## src/rtl/rotor_reverse.sv

```systemverilog
// Return-path Enigma rotor: inverse mapping found by scanning the forward
// wiring table, with its own position/ring state and a turnover carry.
module rotor_reverse #(
    parameter int ROTOR_TYPE = 1
) (
    input  logic       clk,
    input  logic       rst,
    input  logic       in_valid,
    output logic       in_ready,
    input  logic [4:0] in_letter,
    output logic       out_valid,
    input  logic       out_ready,
    output logic [4:0] out_letter,
    output logic       out_err,
    input  logic       step,
    input  logic       load,
    input  logic [4:0] load_pos,
    input  logic [4:0] load_ring,
    output logic [4:0] pos,
    output logic       notch_hit
);

    localparam logic [207:0] WIRE =
        (ROTOR_TYPE == 2) ? "AJDKSIRUXBLHWTMCQGZNPYEVOF" :
        (ROTOR_TYPE == 3) ? "BDFHJLCPRTXVZNYEIWGAKMUSQO" :
                            "EKMFLGDQVZNTOWYHXUSPAIBRCJ";
    localparam logic [4:0] NOTCH =
        (ROTOR_TYPE == 2) ? 5'd4 : (ROTOR_TYPE == 3) ? 5'd21 : 5'd16;

    // Turn the ASCII wiring string into a letter-index table at elaboration.
    function automatic logic [25:0][4:0] build_tab(input logic [207:0] w);
        logic [25:0][4:0] tab;
        logic [7:0]       ch;
        tab = '0;
        for (int i = 0; i < 26; i++) begin
            ch     = w[8*(25-i) +: 8];
            tab[i] = 5'(ch - 8'd65);
        end
        return tab;
    endfunction

    localparam logic [25:0][4:0] FWD = build_tab(WIRE);

    // Reduce a biased sum (0..77) to 0..25; callers add 26 before subtracting.
    function automatic logic [4:0] mod26(input logic [6:0] v);
        if (v >= 7'd52)      return 5'(v - 7'd52);
        else if (v >= 7'd26) return 5'(v - 7'd26);
        else                 return v[4:0];
    endfunction

    typedef enum logic [1:0] {IDLE, SEARCH, DONE} state_t;

    state_t     state_q, state_d;
    logic [4:0] k_q, k_d;
    logic [4:0] t_q, t_d;
    logic [4:0] ps_q, ps_d;
    logic [4:0] rs_q, rs_d;
    logic [4:0] out_letter_q, out_letter_d;
    logic       out_err_q, out_err_d;
    logic [4:0] pos_q, pos_d;
    logic [4:0] ring_q, ring_d;
    logic       notch_q, notch_d;
    logic       load_ok;

    assign in_ready   = (state_q == IDLE) & ~rst;
    assign out_valid  = (state_q == DONE);
    assign out_letter = out_letter_q;
    assign out_err    = out_err_q;
    assign pos        = pos_q;
    assign notch_hit  = notch_q;

    // Letter FSM: accept/snapshot, scan the forward table, hold result.
    always_comb begin
        state_d      = state_q;
        k_d          = k_q;
        t_d          = t_q;
        ps_d         = ps_q;
        rs_d         = rs_q;
        out_letter_d = out_letter_q;
        out_err_d    = out_err_q;
        case (state_q)
            IDLE: begin
                if (in_valid) begin
                    if (in_letter > 5'd25) begin
                        out_letter_d = in_letter;
                        out_err_d    = 1'b1;
                        state_d      = DONE;
                    end else begin
                        // Snapshot pre-step pos so a same-edge step can't leak in.
                        ps_d      = pos_q;
                        rs_d      = ring_q;
                        t_d       = mod26(7'(in_letter) + 7'(pos_q) + 7'd26 - 7'(ring_q));
                        k_d       = 5'd0;
                        out_err_d = 1'b0;
                        state_d   = SEARCH;
                    end
                end
            end
            SEARCH: begin
                if (FWD[k_q] == t_q) begin
                    out_letter_d = mod26(7'(k_q) + 7'(rs_q) + 7'd26 - 7'(ps_q));
                    state_d      = DONE;
                end else begin
                    k_d = k_q + 5'd1;
                end
            end
            DONE: begin
                if (out_ready) state_d = IDLE;
            end
            default: state_d = IDLE;
        endcase
    end

    // Position/ring update; load beats step, out-of-range loads are dropped.
    always_comb begin
        load_ok = load & (load_pos <= 5'd25) & (load_ring <= 5'd25);
        pos_d   = pos_q;
        ring_d  = ring_q;
        notch_d = 1'b0;
        if (load_ok) begin
            pos_d  = load_pos;
            ring_d = load_ring;
        end else if (step) begin
            pos_d   = (pos_q == 5'd25) ? 5'd0 : pos_q + 5'd1;
            notch_d = (pos_q == NOTCH);
        end
    end

    // FSM state register.
    always_ff @(posedge clk or posedge rst) begin
        if (rst) state_q <= IDLE;
        else     state_q <= state_d;
    end

    // Datapath and rotor position registers.
    always_ff @(posedge clk or posedge rst) begin
        if (rst) begin
            k_q          <= '0;
            t_q          <= '0;
            ps_q         <= '0;
            rs_q         <= '0;
            out_letter_q <= '0;
            out_err_q    <= 1'b0;
            pos_q        <= '0;
            ring_q       <= '0;
            notch_q      <= 1'b0;
        end else begin
            k_q          <= k_d;
            t_q          <= t_d;
            ps_q         <= ps_d;
            rs_q         <= rs_d;
            out_letter_q <= out_letter_d;
            out_err_q    <= out_err_d;
            pos_q        <= pos_d;
            ring_q       <= ring_d;
            notch_q      <= notch_d;
        end
    end

endmodule
```

## config.mk

```make
export PLATFORM = sky130hd
export DESIGN_NAME = rotor_reverse
export DESIGN_NICKNAME = d
export VERILOG_FILES = /design/src/rtl/rotor_reverse.sv
export SDC_FILE = /design/constraint.sdc
export NUM_CORES = 1
export LEC_CHECK = 0
export CAP_MARGIN = 15
export CELL_PAD_IN_SITES_DETAIL_PLACEMENT = 1
export CELL_PAD_IN_SITES_GLOBAL_PLACEMENT = 2
export CORE_UTILIZATION = 38
export DETAILED_ROUTE_END_ITERATION = 12
export HOLD_SLACK_MARGIN = 0.08
export PLACE_DENSITY_LB_ADDON = 0.25
export SYNTH_ARGS = -nofsm -noshare
export SYNTH_HDL_FRONTEND = slang
export SYNTH_SLANG_ARGS = --single-unit
```

## constraint.sdc

```tcl
create_clock -name clk -period 7.75 [get_ports clk]
set_input_delay 0.775 -clock clk [delete_from_list [all_inputs] [get_ports clk]]
set_output_delay 0.775 -clock clk [all_outputs]
set_load 0.01 [all_outputs]
```

==> flow_results.org <==
** Logic synthesis
- Cell type with the highest aggregate area in the netlist :: sky130_fd_sc_hd__dfrtp_1
- Counting flops with an async set or reset pin after synthesis yields a share of 1.00.
- For this run, the number of Yosys warnings is 0.
- Of the post-synthesis cell area, the dominant cell type holds 0.279.
- Yosys attributes the largest share of cell area to sky130_fd_sc_hd__dfrtp_1, sky130_fd_sc_hd__ha_1, sky130_fd_sc_hd__inv_1.
- For this run, the register share of the synthesized area comes to 0.279.
- Mux share of post-synthesis cell area :: 0.0361
- Cells after Synth :: 402
- Number of enable flip-flop cells after synthesis :: 0
- Of the total synthesized cell area, the portion taken by XOR and XNOR cells is 0.0275.
- Synth Cell Area :: 3500 um^2
- Count of different cell masters after synthesis :: 54
- In this run the mean area of a mapped cell was 8.70 um^2.
- Counting every net in the synthesized netlist gives 479.
- Register bit total from synthesis :: 39
- Combinational family with the most area after synthesis :: adder cells
- Most frequently used flop master after synthesis :: sky130_fd_sc_hd__dfrtp_1
- Synthesized-area fraction occupied by and/or/nand/nor cells :: 0.177
- Synthesized-area fraction occupied by ao, oa, aoi and oai cells :: 0.178
- Adder-Cell Fraction of Synth Area :: 0.222

** Global routing
- Global-route usage over all layers :: 0.195
- The first global-routing pass estimated 15,000 um of wire.
- Vias in the first global route :: 3,082
- Number of antenna violations at the first check in global routing :: 0
- Aggregate global routing overflow :: 0
- Entering global routing, the biggest net connects 40 pins.

** Die
- Core area :: 8810 um^2
- In this run the core area contains 34 standard-cell rows.
- For this configuration, the core starts out at a cell density of 0.397.
- In this run the count of I/O pins placed on the die edge is 35.
- Measured along the y axis, the die boundary spans 98.0 um.
- The die covers 9590 um^2.
- In this run the horizontal extent of the chip is 98.0 um.

** Critical path
- Most prevalent standard cell on the critical path :: sky130_fd_sc_hd__inv_1
- Minimum setup slack among reg-to-reg paths :: 2860 ps
- The endpoint identified for the worst register-to-register timing path is out_letter[2].
- The worst setup path is launched from a flip-flop.
- Worst setup EP type :: flip-flop
- In this run the critical register-to-register path is launched from k_q[2].
- Critical path arrival :: 5070 ps
- Worst Path Required :: 7930 ps
- In this design, the stage delay of the slowest critical-path cell is 720 ps.
- Critical path type :: reg -> reg
- Tracing the worst setup path back leads to its startpoint at k_q[2].
- Worst Reg2Reg Path Length in Cells :: 14
- Library cell contributing the largest single delay on the critical path :: sky130_fd_sc_hd__dfrtp_1
- Cells traversed along the worst timing path :: inv_1 -> fa_1 -> inv_1 -> ha_1 -> inv_1 -> fa_1 -> xnor2_1 -> inv_1 -> ha_1 -> a311o_1 -> a311o_1 -> and3_1 -> a211o_1 -> mux2_4
- Along the worst path, the maximum fanout reaches 21.

** STA
- Fmax achieved :: 205 MHz
- At the pin with the least slew margin, the transition time is 907 ps.
- Relative slew slack :: 0.393
- The worst path needs 4890 ps of the cycle, external delays included.
- The total count of hold-check failures in the final report came to 0.
- Final count of pins violating max slew :: 0
- Final TNS setup :: 0 ps
- Across all hold checks on the routed design, the worst slack comes to 485 ps.
- Portion of the clock cycle consumed by the worst path in the final layout :: 0.631
- RSZ-0062 raised after global routing :: no
- Setup-violating endpoint count in the final report :: 0
- Final worst clock skew :: 4.21 ps

** Clock network
- The H-tree generated during clock tree synthesis spans 2 levels.
- Clk buf depth :: 2
- The clock net in this run drives a total of 39 sinks.
- Root cell of the clock tree :: sky130_fd_sc_hd__clkbuf_8
- CTS tree :: yes
- Counting the buffers created by CTS gives 5.
- Gates resized during post-CTS repair numbered 0.
- Clock latency on the worst-skew pair, taken at its later pin, is 290 ps.
- In this run the post-CTS setup repair buffer count came out at 0.
- After clock tree synthesis, the clock-pin slew on the worst setup and hold paths is 70 ps.
- Number of buffers inserted by hold repair at cts :: 0

** Placed design
- Count of buffers inserted at the top-level ports :: 34
- Summed over all nets, the half-perimeter wirelength after detailed placement is 6900 um.
- Routability-driven placement congestion ratio :: 0.843
- Total instance count after detailed placement :: 533

** Final layout
- The final layout contains 509 nets.
- The count of cells in the finished layout, fillers not included, comes to 539.
- Leaving out fill and tap cells, the most frequent cell in the layout is sky130_fd_sc_hd__inv_1.
- Share of post-route cells with drive strength above 1 :: 0.0394
- Counting the fill cells in the layout gives 1,055.
- Signed area change from the synthesized netlist to the final layout :: 14.1%
- The repair_antennas step left the layout with diodes totalling 0.
- Top library cells by usage in the layout, fill and taps aside :: sky130_fd_sc_hd__inv_1, sky130_fd_sc_hd__nand2_1, sky130_fd_sc_hd__ha_1, sky130_fd_sc_hd__dfrtp_1, sky130_fd_sc_hd__clkdlybuf4s50_1

** Detailed routing
- Via count :: 2,848
- Router iterations before antenna repair :: 4
- Residual antenna-violating net count after detailed routing :: 0
- Vias/cell :: 5.28
- After detailed routing, the number of remaining DRC violations is 0.
- In the final routed layout, each cell accounts on average for 15.8 um.
- After the first detailed-routing iteration, the DRC count stood at 77.
- Total Wirelength :: 8530 um

** Run status
- The flow ran to the end, and the final reports show no timing, DRC or antenna violations.

** Worst hold path
- For hold timing, the worst endpoint is out_err.
- Cells on Worst Hold Path :: 1
- Type of the worst min-delay path :: reg -> reg
- The worst hold path begins at out_err.

** Flow run
- Across the run, the number of max-cap violations was 0.
synthesized netlist by cell type (2+ instances only):
library cell,count
sky130_fd_sc_hd__inv_1,56
sky130_fd_sc_hd__nand2_1,50
sky130_fd_sc_hd__ha_1,46
sky130_fd_sc_hd__dfrtp_1,39
sky130_fd_sc_hd__o21ai_0,21
sky130_fd_sc_hd__nor2_1,18
sky130_fd_sc_hd__a21oi_1,17
sky130_fd_sc_hd__nand2b_1,11
sky130_fd_sc_hd__fa_1,10
sky130_fd_sc_hd__nor2b_1,10
sky130_fd_sc_hd__clkbuf_1,9
sky130_fd_sc_hd__o211ai_1,9
sky130_fd_sc_hd__nand3_1,8
sky130_fd_sc_hd__mux2i_1,7
sky130_fd_sc_hd__a21o_1,6
sky130_fd_sc_hd__nor3_1,6
sky130_fd_sc_hd__xnor2_1,6
sky130_fd_sc_hd__xor2_1,5
sky130_fd_sc_hd__a211o_1,4
sky130_fd_sc_hd__a31oi_1,4
sky130_fd_sc_hd__nor3b_1,4
sky130_fd_sc_hd__or3_1,4
sky130_fd_sc_hd__and3_1,3
sky130_fd_sc_hd__mux2_4,3
sky130_fd_sc_hd__o21a_1,3
sky130_fd_sc_hd__o31ai_1,3
sky130_fd_sc_hd__a211oi_1,2
sky130_fd_sc_hd__a21oi_2,2
sky130_fd_sc_hd__a311o_1,2
sky130_fd_sc_hd__and2_1,2
sky130_fd_sc_hd__buf_4,2
sky130_fd_sc_hd__buf_6,2
sky130_fd_sc_hd__nor4_1,2
sky130_fd_sc_hd__o2111ai_1,2
sky130_fd_sc_hd__o21ba_2,2
sky130_fd_sc_hd__o21bai_1,2
sky130_fd_sc_hd__o22a_1,2
sky130_fd_sc_hd__o311ai_0,2
metal layers:
metal  vias to the layer above  track usage  part of all wire
met1                      1385        0.262              0.51
met4                         0       0.0420            0.0063
li1                       1429            -                 -
met3                         4       0.0258             0.017
met2                        30        0.336              0.47
met5                         -            0                 0
how the worst max path moves through the flow:
| stage | to | slack (ps) | cells after the start |
|---|---|---|---|
| 2_1_floorplan | out_letter[2] | 3490 | 16 |
| 3_3_place_gp | t_q[4] | 2860 | 16 |
| 3_5_place_dp | t_q[4] | 2800 | 16 |
| 4_1_cts | out_letter[2] | 2860 | 14 |
| 5_1_grt | out_letter[2] | 2560 | 14 |
| 6_report | out_letter[2] | 2860 | 14 |
registers in the layout, indices dropped and copies added, names as in the netlist:
name	flops
out_err	1
rs_q	5
pos	5
state_q	2
ps_q	5
ring_q	5
t_q	5
notch_hit	1
out_letter	5
k_q	5
cell families (layout without fill, tap and decap cells):
kind of cell,after synthesis,count (layout)
fa+ha+maj,56,56
xor+xnor,11,11
buf+inv,69,98
mux,11,11
simple gates,124,124
compound gates,92,92
flops,39,39
area by class of cell:
type / count / area [um^2] / share of cell area
Timing Repair Buffer: 36 / 355 / 0.0891
Clock buffer: 6 / 72.6 / 0.0182
Inverter: 56 / 210 / 0.0527
Multi-Input combinational cell: 294 / 2240 / 0.562
Tap cell: 108 / 135 / 0.0339
Sequential cell: 39 / 976 / 0.245
per-stage QoR:
step | area (um^2) | utilization | setup slack [ps]
floorplan | 3500 | - | 3490
global placement | 3920 | 0.445 | 2860
detailed placement | 3920 | 0.445 | 2800
CTS | 3990 | 0.453 | 2860
global route | 3990 | 0.453 | 2560
finish | 3990 | 0.453 | 2860
critical path: cells and delay by family (launching register included):
kind | cells | cell delay, ps
flip-flops | 1 | 720
AO/OA/AOI/OAI | 3 | 1020
multiplexers | 1 | 270
adder cells (fa/ha/maj) | 4 | 1550
buffers and inverters | 4 | 480
AND/OR/NAND/NOR | 1 | 220
XOR/XNOR | 1 | 500
Power is left out: the tool's default activity adds up to more than one toggle a clock period on the data nets, which glitch-free logic cannot reach.
